`config.mk`:
```
export PLATFORM = sky130hd
export DESIGN_NAME = matrix_sequencer
export DESIGN_NICKNAME = d
export VERILOG_FILES = /design/src/rtl/matrix_pkg.sv /design/src/rtl/matrix_index_counter.sv /design/src/rtl/matrix_sequencer.sv
export SDC_FILE = /design/constraint.sdc
export NUM_CORES = 2
export LEC_CHECK = 0
export BUFFER_PORTS_ARGS = -buffer_cell sky130_fd_sc_hd__buf_4
export CAP_MARGIN = 20
export CORE_AREA = 2 2 718 720
export DETAILED_ROUTE_END_ITERATION = 7
export DIE_AREA = 0 0 720 722
export SKIP_LAST_GASP = 1
export SLEW_MARGIN = 30
export SYNTH_ARGS = -nofsm -noshare
export SYNTH_HDL_FRONTEND = slang
export SYNTH_SLANG_ARGS = --single-unit
```
`constraint.sdc`:
```
create_clock -name clk -period 3.88 [get_ports clk]
set_input_delay 0.388 -clock clk [delete_from_list [all_inputs] [get_ports clk]]
set_output_delay 0.388 -clock clk [all_outputs]
set_load 0.02 [all_outputs]
```
`src/rtl/matrix_pkg.sv`:
```
// Shared definitions for the matrix sequencer: word width, FSM encoding and
// the flattened-matrix element offset.
package matrix_pkg;
  localparam int WORD_W = 32;

  localparam logic [2:0] S_IDLE  = 3'd0;
  localparam logic [2:0] S_ISSUE = 3'd1;
  localparam logic [2:0] S_WAIT  = 3'd2;
  localparam logic [2:0] S_STORE = 3'd3;
  localparam logic [2:0] S_DONE  = 3'd4;

  // Bit offset of element [r][c] in a flattened NxN matrix.
  function automatic int idx(input int r, input int c, input int n);
    return WORD_W * (r * n + c);
  endfunction
endpackage

```
`src/rtl/matrix_index_counter.sv`:
```
// Row-major (r,c) walker over an NxN grid; exposes the following index so the
// next operands can be loaded on the same edge the counter advances.
module matrix_index_counter #(
  parameter int N  = 4,
  parameter int IW = (N > 1) ? $clog2(N) : 1
) (
  input  logic          clk,
  input  logic          rst,
  input  logic          clr_i,
  input  logic          adv_i,
  output logic [IW-1:0] r_o,
  output logic [IW-1:0] c_o,
  output logic [IW-1:0] r_nx_o,
  output logic [IW-1:0] c_nx_o,
  output logic          last_o
);
  localparam logic [IW-1:0] MAX = IW'(N - 1);

  logic [IW-1:0] r_q, c_q;

  assign r_o    = r_q;
  assign c_o    = c_q;
  assign last_o = (r_q == MAX) && (c_q == MAX);

  always_comb begin
    r_nx_o = r_q;
    c_nx_o = c_q + IW'(1);
    if (c_q == MAX) begin
      c_nx_o = '0;
      r_nx_o = r_q + IW'(1);
    end
  end

  always_ff @(posedge clk or negedge rst) begin
    if (!rst) begin
      r_q <= '0;
      c_q <= '0;
    end else if (clr_i) begin
      r_q <= '0;
      c_q <= '0;
    end else if (adv_i) begin
      r_q <= r_nx_o;
      c_q <= c_nx_o;
    end
  end
endmodule

```
`src/rtl/matrix_sequencer.sv`:
```
// C = A x B loop: feeds row r of A and column c of B to one inner_product,
// collects each returned word into C[r][c], then offers C on a stb/ack.
module matrix_sequencer
  import matrix_pkg::*;
#(
  parameter int number_of_elements = 4
) (
  input  logic                                                clk,
  input  logic                                                rst,
  input  logic [WORD_W*number_of_elements*number_of_elements-1:0] matrix_a,
  input  logic [WORD_W*number_of_elements*number_of_elements-1:0] matrix_b,
  input  logic                                                matrix_a_stb,
  input  logic                                                matrix_b_stb,
  output logic                                                matrix_a_ack,
  output logic                                                matrix_b_ack,
  output logic [WORD_W*number_of_elements*number_of_elements-1:0] result,
  output logic                                                result_stb,
  input  logic                                                result_ack,
  output logic [WORD_W*number_of_elements-1:0]                row,
  output logic [WORD_W*number_of_elements-1:0]                column,
  output logic                                                row_o_stb,
  output logic                                                column_o_stb,
  input  logic                                                row_i_ack,
  input  logic                                                column_i_ack,
  input  logic [WORD_W-1:0]                                   ip_out,
  input  logic                                                ip_out_stb,
  output logic                                                ip_out_ack
);
  localparam int N  = number_of_elements;
  localparam int IW = (N > 1) ? $clog2(N) : 1;
  localparam int EW = (N * N > 1) ? $clog2(N * N) : 1;

  typedef logic [N*N-1:0][WORD_W-1:0] mat_t;
  typedef logic [N-1:0][WORD_W-1:0]   vec_t;

  function automatic vec_t get_row(input mat_t m, input logic [IW-1:0] r);
    vec_t v;
    for (int k = 0; k < N; k++) v[k] = m[EW'(int'(r) * N + k)];
    return v;
  endfunction

  function automatic vec_t get_col(input mat_t m, input logic [IW-1:0] c);
    vec_t v;
    for (int k = 0; k < N; k++) v[k] = m[EW'(k * N + int'(c))];
    return v;
  endfunction

  logic [2:0]    state_q, state_d;
  logic          stb_prev_q, ack_q, stb_q, ipack_q, rstb_q;
  mat_t          a_q, b_q, c_q, a_in, b_in;
  vec_t          row_q, col_q;
  logic [IW-1:0] r, c, r_nx, c_nx;
  logic          last, load, accept, capture, store, next_elem, finish;

  assign a_in = matrix_a;
  assign b_in = matrix_b;

  matrix_index_counter #(.N(N), .IW(IW)) u_idx (
    .clk    (clk),
    .rst    (rst),
    .clr_i  (load),
    .adv_i  (store),
    .r_o    (r),
    .c_o    (c),
    .r_nx_o (r_nx),
    .c_nx_o (c_nx),
    .last_o (last)
  );

  always_comb begin
    state_d = state_q;
    load    = 1'b0;
    accept  = 1'b0;
    capture = 1'b0;
    finish  = 1'b0;
    case (state_q)
      S_IDLE:  if (matrix_a_stb && matrix_b_stb) begin load = 1'b1; state_d = S_ISSUE; end
      S_ISSUE: if (row_i_ack && column_i_ack) begin accept = 1'b1; state_d = S_WAIT; end
      // Only a fresh rising edge counts; a result left high from before is stale.
      S_WAIT:  if (ip_out_stb && !stb_prev_q) begin capture = 1'b1; state_d = S_STORE; end
      S_STORE: state_d = last ? S_DONE : S_ISSUE;
      S_DONE:  if (result_ack) begin finish = 1'b1; state_d = S_IDLE; end
      default: state_d = S_IDLE;
    endcase
  end

  assign store     = (state_q == S_STORE);
  assign next_elem = store && !last;

  always_ff @(posedge clk or negedge rst) begin
    if (!rst) begin
      state_q    <= S_IDLE;
      stb_prev_q <= 1'b0;
      ack_q      <= 1'b0;
      stb_q      <= 1'b0;
      ipack_q    <= 1'b0;
      rstb_q     <= 1'b0;
      a_q        <= '0;
      b_q        <= '0;
      c_q        <= '0;
      row_q      <= '0;
      col_q      <= '0;
    end else begin
      state_q    <= state_d;
      stb_prev_q <= ip_out_stb;
      ack_q      <= load;
      // Operands are loaded only on entry to ISSUE so they stay put while stb is up.
      if (load) begin
        a_q   <= a_in;
        b_q   <= b_in;
        row_q <= get_row(a_in, '0);
        col_q <= get_col(b_in, '0);
      end else if (next_elem) begin
        row_q <= get_row(a_q, r_nx);
        col_q <= get_col(b_q, c_nx);
      end
      if (load || next_elem) stb_q <= 1'b1;
      else if (accept)       stb_q <= 1'b0;
      if (load || next_elem) ipack_q <= 1'b1;
      else if (capture)      ipack_q <= 1'b0;
      if (capture) c_q[EW'(int'(r) * N + int'(c))] <= ip_out;
      if (store && last) rstb_q <= 1'b1;
      else if (finish)   rstb_q <= 1'b0;
    end
  end

  assign matrix_a_ack = ack_q;
  assign matrix_b_ack = ack_q;
  assign row          = row_q;
  assign column       = col_q;
  assign row_o_stb    = stb_q;
  assign column_o_stb = stb_q;
  assign ip_out_ack   = ipack_q;
  assign result       = c_q;
  assign result_stb   = rstb_q;
endmodule

```
* Word-level counts from Yosys, hierarchy flattened
Cells that the tools add are included.
** Operators by class
- Add/sub/neg operators :: 9
- Magnitude comparators :: 10
- Equal/unequal tests :: 10
- Mux-type cells :: 56
- Reduce and logical (&&, ||, !) cells :: 17
** Operators by type and width (count)
- $bmux 32 s4 :: 6
- $bwmux 512 :: 1
- $mux 128 :: 4
- $mux 32 :: 16
- $bmux 32 s2 :: 2
- $demux 32 s4 :: 1
- $lt 4x6->1 const B :: 8
- $mux 3 :: 5
- $pmux 3 s5 :: 1
- $mux 1 :: 14
- $mux 2 :: 6
- $reduce_bool 2->1 :: 5
- $add 4x2->4 const A :: 2
- $add 4x2->4 const B :: 2
- $ne 2x2->1 const B :: 4
- $logic_and 1x1->1 :: 7
- $eq 3x2->1 const B :: 2
- $lt 2x5->1 const B :: 1
- $add 2x1->2 const B :: 2
- $add 3x2->4 const A :: 1
- $add 4x1->4 const B :: 1
- $add 4x2->4 :: 1
- $eq 2x2->1 const B :: 2
- $ge 4x1->1 const B :: 1
- other kinds (6) :: 7
** Word-level totals
- Register bits :: 1804
- Input port bits :: 1064
- Output and inout bits :: 774
- Logic and storage cells :: 166

* Depth between registers and ports, before layout
- Depth after elaboration :: 8
- Depth in mapped cells :: 12

* Hierarchy
A second synthesis with hierarchy kept.
** Unflattened totals
- Cell total of the unflattened synthesis :: 4541
- Area, all modules :: 72832.4 um2
** By module, submodules not included
- matrix_sequencer :: times used 1, cells each 4519, area an instance 72588.4 um2, sequential area each 45043.2 um2
- matrix_index_counter :: times used 1, cells each 22, area an instance 244.0 um2, sequential area each 100.1 um2

* Worst setup path after synthesis
Ideal clock, no wire load.
- Path type :: flip-flop to flip-flop
- From :: register u_idx.r_q[1], in the netlist u_idx.r_o[1]
- To :: register row_q, in the netlist row[10]
- Library setup time :: 0.135 ns
- Data arrival time :: 2.833 ns
- Data required time :: 3.745 ns
- Setup slack :: 0.912 ns
- Cell stages (with the launch flop) :: 13
- Buffers on the path :: 6
- Period minus slack after synthesis :: 2.968 ns
- Path through :: dfrtp_1 -> buf_2 -> clkbuf_1 -> clkbuf_1 -> inv_1 -> ha_1 -> clkbuf_1 -> buf_2 -> clkbuf_1 -> mux2i_1 -> nand2_1 -> o211ai_1 -> nand4_1
** Between the ends
- Cells in the longest elaborated chain, start to end :: 7
- Elaborated cells between the ends (all ways) :: 12
- Those cells by class :: 1 x add/sub; 1 x eq/ne; 6 x mux; 4 x reduce/logical
** RTL lines
- start, declared :: line matrix_index_counter.sv:19 : logic [IW-1:0] r_q, c_q;
- start signal, assigned :: line matrix_index_counter.sv:42 : r_q <= r_nx_o;
- $add 2x1->2 :: line matrix_index_counter.sv:30 : r_nx_o = r_q + IW'(1);
- $mux 2 :: line matrix_index_counter.sv:28 : if (c_q == MAX) begin
- $bmux 32 s2 :: line matrix_sequencer.sv:38 : for (int k = 0; k < N; k++) v[k] = m[EW'(int'(r) * N + k)];
- $mux 32 (implied by the code) (2 in a row) :: line matrix_sequencer.sv:38
- $mux 128 :: line matrix_sequencer.sv:113 : end else if (next_elem) begin
- $mux 128 :: line matrix_sequencer.sv:108 : if (load) begin
- end signal, assigned :: line matrix_sequencer.sv:111 : row_q <= get_row(a_in, '0);
- end signal, assigned :: line matrix_sequencer.sv:114 : row_q <= get_row(a_q, r_nx);
- end, declared :: line matrix_sequencer.sv:51 : vec_t row_q, col_q;
Parallel ways exist; a longest one is shown, timed or not. The select of a mux whose other input is x is not followed.
A chain may end at the register's enable or synchronous reset.

* Worst setup path in the final report
- From :: register u_idx.r_q[1], in the netlist u_idx.r_o[1]
- To :: register c_q, in the netlist result[443]
** Between the ends
- Cells in the longest elaborated chain, start to end :: 6
- Elaborated cells between the ends (all ways) :: 7
- Those cells by class :: 1 x add/sub; 2 x order compare; 3 x mux; 1 x reduce/logical
** RTL lines
- $add 4x2->4 (*) :: line matrix_sequencer.sv:121 : if (capture) c_q[EW'(int'(r) * N + int'(c))] <= ip_out;
- $lt 4x6->1 (implied by the code) / $ge 4x1->1 (equally long branches) :: line matrix_sequencer.sv:121
- $logic_and 1x1->1 (implied by the code) :: line matrix_sequencer.sv:121
- $mux 32 (implied by the code) :: line matrix_sequencer.sv:121
- $demux 32 s4 (*) :: line matrix_sequencer.sv:121
- $bwmux 512 (*) :: line matrix_sequencer.sv:121
- end signal, assigned by index :: line matrix_sequencer.sv:121
- end, declared :: line matrix_sequencer.sv:50 : mat_t a_q, b_q, c_q, a_in, b_in;
Mark *: on every way between the ends. The rest lies on a longest branch, timed or not.

==> results.tsv <==
metric	value	unit
setup_violations	0	
routed_wl	422	mm
postSynthAreaPerCell	10.4	um^2
hold_viol_final	0	
yosysWarnings	0	
crit_slowest_cell	dfrtp_4	
drtIter0Drc	5143	
clock_sinks	1804	
clk_latency	0.93	ns
die_y	722	um
grt_pass1_vias	71200	
tns	0	ns
ys.flop_type	dfrtp_1	
r2r-start	u_idx.r_o[1]	
drt-pass1-iter-count	6	
p_leak	57.5	nW
fin_nets	11400	
syn_nets	8757	
gp_congestion	0.869	
initial_core_util	15.6	%
arrival	3.96	ns
num_vias	70300	
clock_skew	0.0929	ns
final_util	23.3	%
cp-start-kind	register	
fillers	54400	
cp_cell_sequence	inv_1 > ha_4 > nand2_1 > a2111oi_4 > buf_4 > and3_2 > buf_12 > mux2_2	
min_from	matrix_b[48]	
dp_hpwl	315	mm
grt-ovfl-total	0	
rr_endpoint	result[443]	
drive_gt1_share	28.6	%
min_path_type	in2reg	
numCtsBuffers	212	
clk_path_buf_depth	4	
cap_violations	0	
ff2ff_path_depth	8	
worstMarginPinSlew	1.19	ns
num_rows	263	
viasPerCell	4.03	
p_per_area	700	nW/um^2
ys_seq_elements	1804	
hold_slack	0.0386	ns
crit_family	simple AND/OR/NAND/NOR gates	
ios	1838	
synthesis.area	79600	um^2
fp.dieArea	520000	um^2
place_area	101000	um^2
async_flop_share	100	%
synth_edf_count	0	
status	completed	
pre_cts_slack	0.620	ns
route.detailed.drc	0	
antenna_left	0	
io_buffers	1837	
grt_first_pass_wirelength	574	mm
synth_cell_types	42	
r2r_slack	0.64	ns
hold_end	b_q[48]	
coreArea	512000	um^2
cts_root_buf	clkbuf_16	
antenna_found_initial	147	
cts_tree	built	
crit_buf_inv	3	
fin_crit_sh	83.5	%
path_class	reg2reg	
period_minus_slack	3.24	ns
fp.dieW	720	um
cts_resized	0	
maxSlewViolCount	0	
h-tree-depth	4	
slew_headroom	20.7	%
layout_setup_ws	0.641	ns
grt_util_all_layers	15.5	%
syn_to_final_growth	50.0	%
wl_per_cell	24.2	um
clkTransAtPathRegs	0.06	ns
rsz0062_at_grt	no	
worstSetupEndpointType	register	
synthCells	7685	
finalInstanceArea	119000	um^2
max_stage_delay	0.59	ns
path_max_fanout	23	
ir_drop	446	uV
whs_path_depth	3	
ys_seq_area_share	56.7	%
crit_required	4.61	ns
grt_max_degree	213	
fmax	309	MHz
-- cell usage after synthesis (all sizes together), types with 2 or more instances --
library cell  count  area, um^2
a21oi             6        30.0
a22o             64         561
and2              2        12.5
and3             11        68.8
buf             285        1560
clkbuf          272        1030
dfrtp          1804       45100
ha                8         100
inv               5        18.8
mux2            760        8560
mux2i           265        2650
mux4            128        2880
nand2          3397       12800
nand2b            5        33.8
nand3           256        1300
nand3b            2        18.8
nand4           124         776
nor2              9        33.8
nor3              6        40.0
o211ai          248        1860
o21ai            10        50.1
o22ai             8        50.1
-- cells by family after synthesis --
group	share of synthesized area (%)
AND/OR/NAND/NOR	18.9
flip-flops	56.7
multiplexers	17.7
buffers and inverters	3.27
AO/OA/AOI/OAI	3.26
adder cells (fa/ha/maj)	0.126
XOR/XNOR	0.0110
-- sequential cells by signal, summed over array words and instances (netlist names) --
| signal | count |
|---|---|
| row | 128 |
| u_idx.r_o | 2 |
| u_idx.c_o | 2 |
| column_o_stb | 1 |
| result | 512 |
| a_q | 512 |
| stb_prev_q | 1 |
| ip_out_ack | 1 |
| b_q | 512 |
| matrix_a_ack | 1 |
| result_stb | 1 |
| column | 128 |
| state_q | 3 |
-- layer usage --
layer / vias to the layer above / wire length [um] / share of wire [%] / global-route usage [%]
met2: 2923 / 192000 / 45 / 24.6
met1: 35300 / 171000 / 41 / 19.1
li1: 31100 / - / - / -
met4: 44 / 24900 / 5.9 / 7.90
met5: - / 287 / 0.068 / 0
met3: 960 / 34200 / 8.1 / 4.60
-- cell type report --
class / count / area [um^2] / area share, %
Inverter: 5 / 26.3 / 0.0220
Clock buffer: 307 / 6140 / 5.14
Sequential cell: 1804 / 45100 / 37.8
Tap cell: 6757 / 8450 / 7.08
Clock inverter: 76 / 1170 / 0.983
Timing Repair Buffer: 3033 / 26200 / 21.9
Antenna cell: 132 / 330 / 0.277
Multi-Input combinational cell: 5319 / 32000 / 26.8
-- worst max-delay path by stage --
stage,cells past startpoint,slack [ns],startpoint,end
final,8,0.64,u_idx.r_o[1],result[443]
after global routing,8,0.49,u_idx.r_o[1],result[77]
after CTS,8,0.57,u_idx.r_o[1],result[90]
after detailed placement,8,0.62,u_idx.r_o[1],result[90]
after global placement,8,0.68,u_idx.r_o[1],result[77]
after floorplan,12,0.91,u_idx.r_o[1],row[10]
-- through the flow --
stage / cells / power (mW)
global placement: 15900 / 61.1
floorplan: 7685 / 47.1
global route: 17400 / 88.6
CTS: 17300 / 84.7
detailed placement: 15900 / 61.8
finish: 17400 / 83.6
-- worst reg2reg max path, delay by kind of cell, from the launching register on --
family | cells | cell delay (ns)
simple gates | 2 | 0.68
buf+inv | 3 | 0.66
flops | 1 | 0.59
compound gates | 1 | 0.53
mux | 1 | 0.41
fa+ha+maj | 1 | 0.17
-- power breakdown --
| group | switching (mW) | internal [mW] |
|---|---|---|
| Sequential | 5.15 | 25.8 |
| Combinational | 18.4 | 12.9 |
| Clock | 8.92 | 12.5 |
-- placed cells by master (no fill, tap or decap), drive strengths merged, types with 9 or more instances in the layout --
| cell | count |
|---|---|
| a22o | 64 |
| and3 | 11 |
| buf | 1975 |
| bufinv | 22 |
| clkbuf | 307 |
| clkinv | 35 |
| dfrtp | 1804 |
| diode | 132 |
| dlygate4sd3 | 1058 |
| inv | 16 |
| mux2 | 760 |
| mux2i | 265 |
| mux4 | 128 |
| nand2 | 3397 |
| nand3 | 256 |
| nand4 | 124 |
| nor2 | 9 |
| o211ai | 248 |
| o21ai | 10 |
-- repair_timing --
action / 4_1_cts / 5_1_grt
hold endpoints to repair: 2080 / 0
buffers inserted: 0 / 0
hold buffers: 1058 / 0
(Power assumes the default switching activity.)
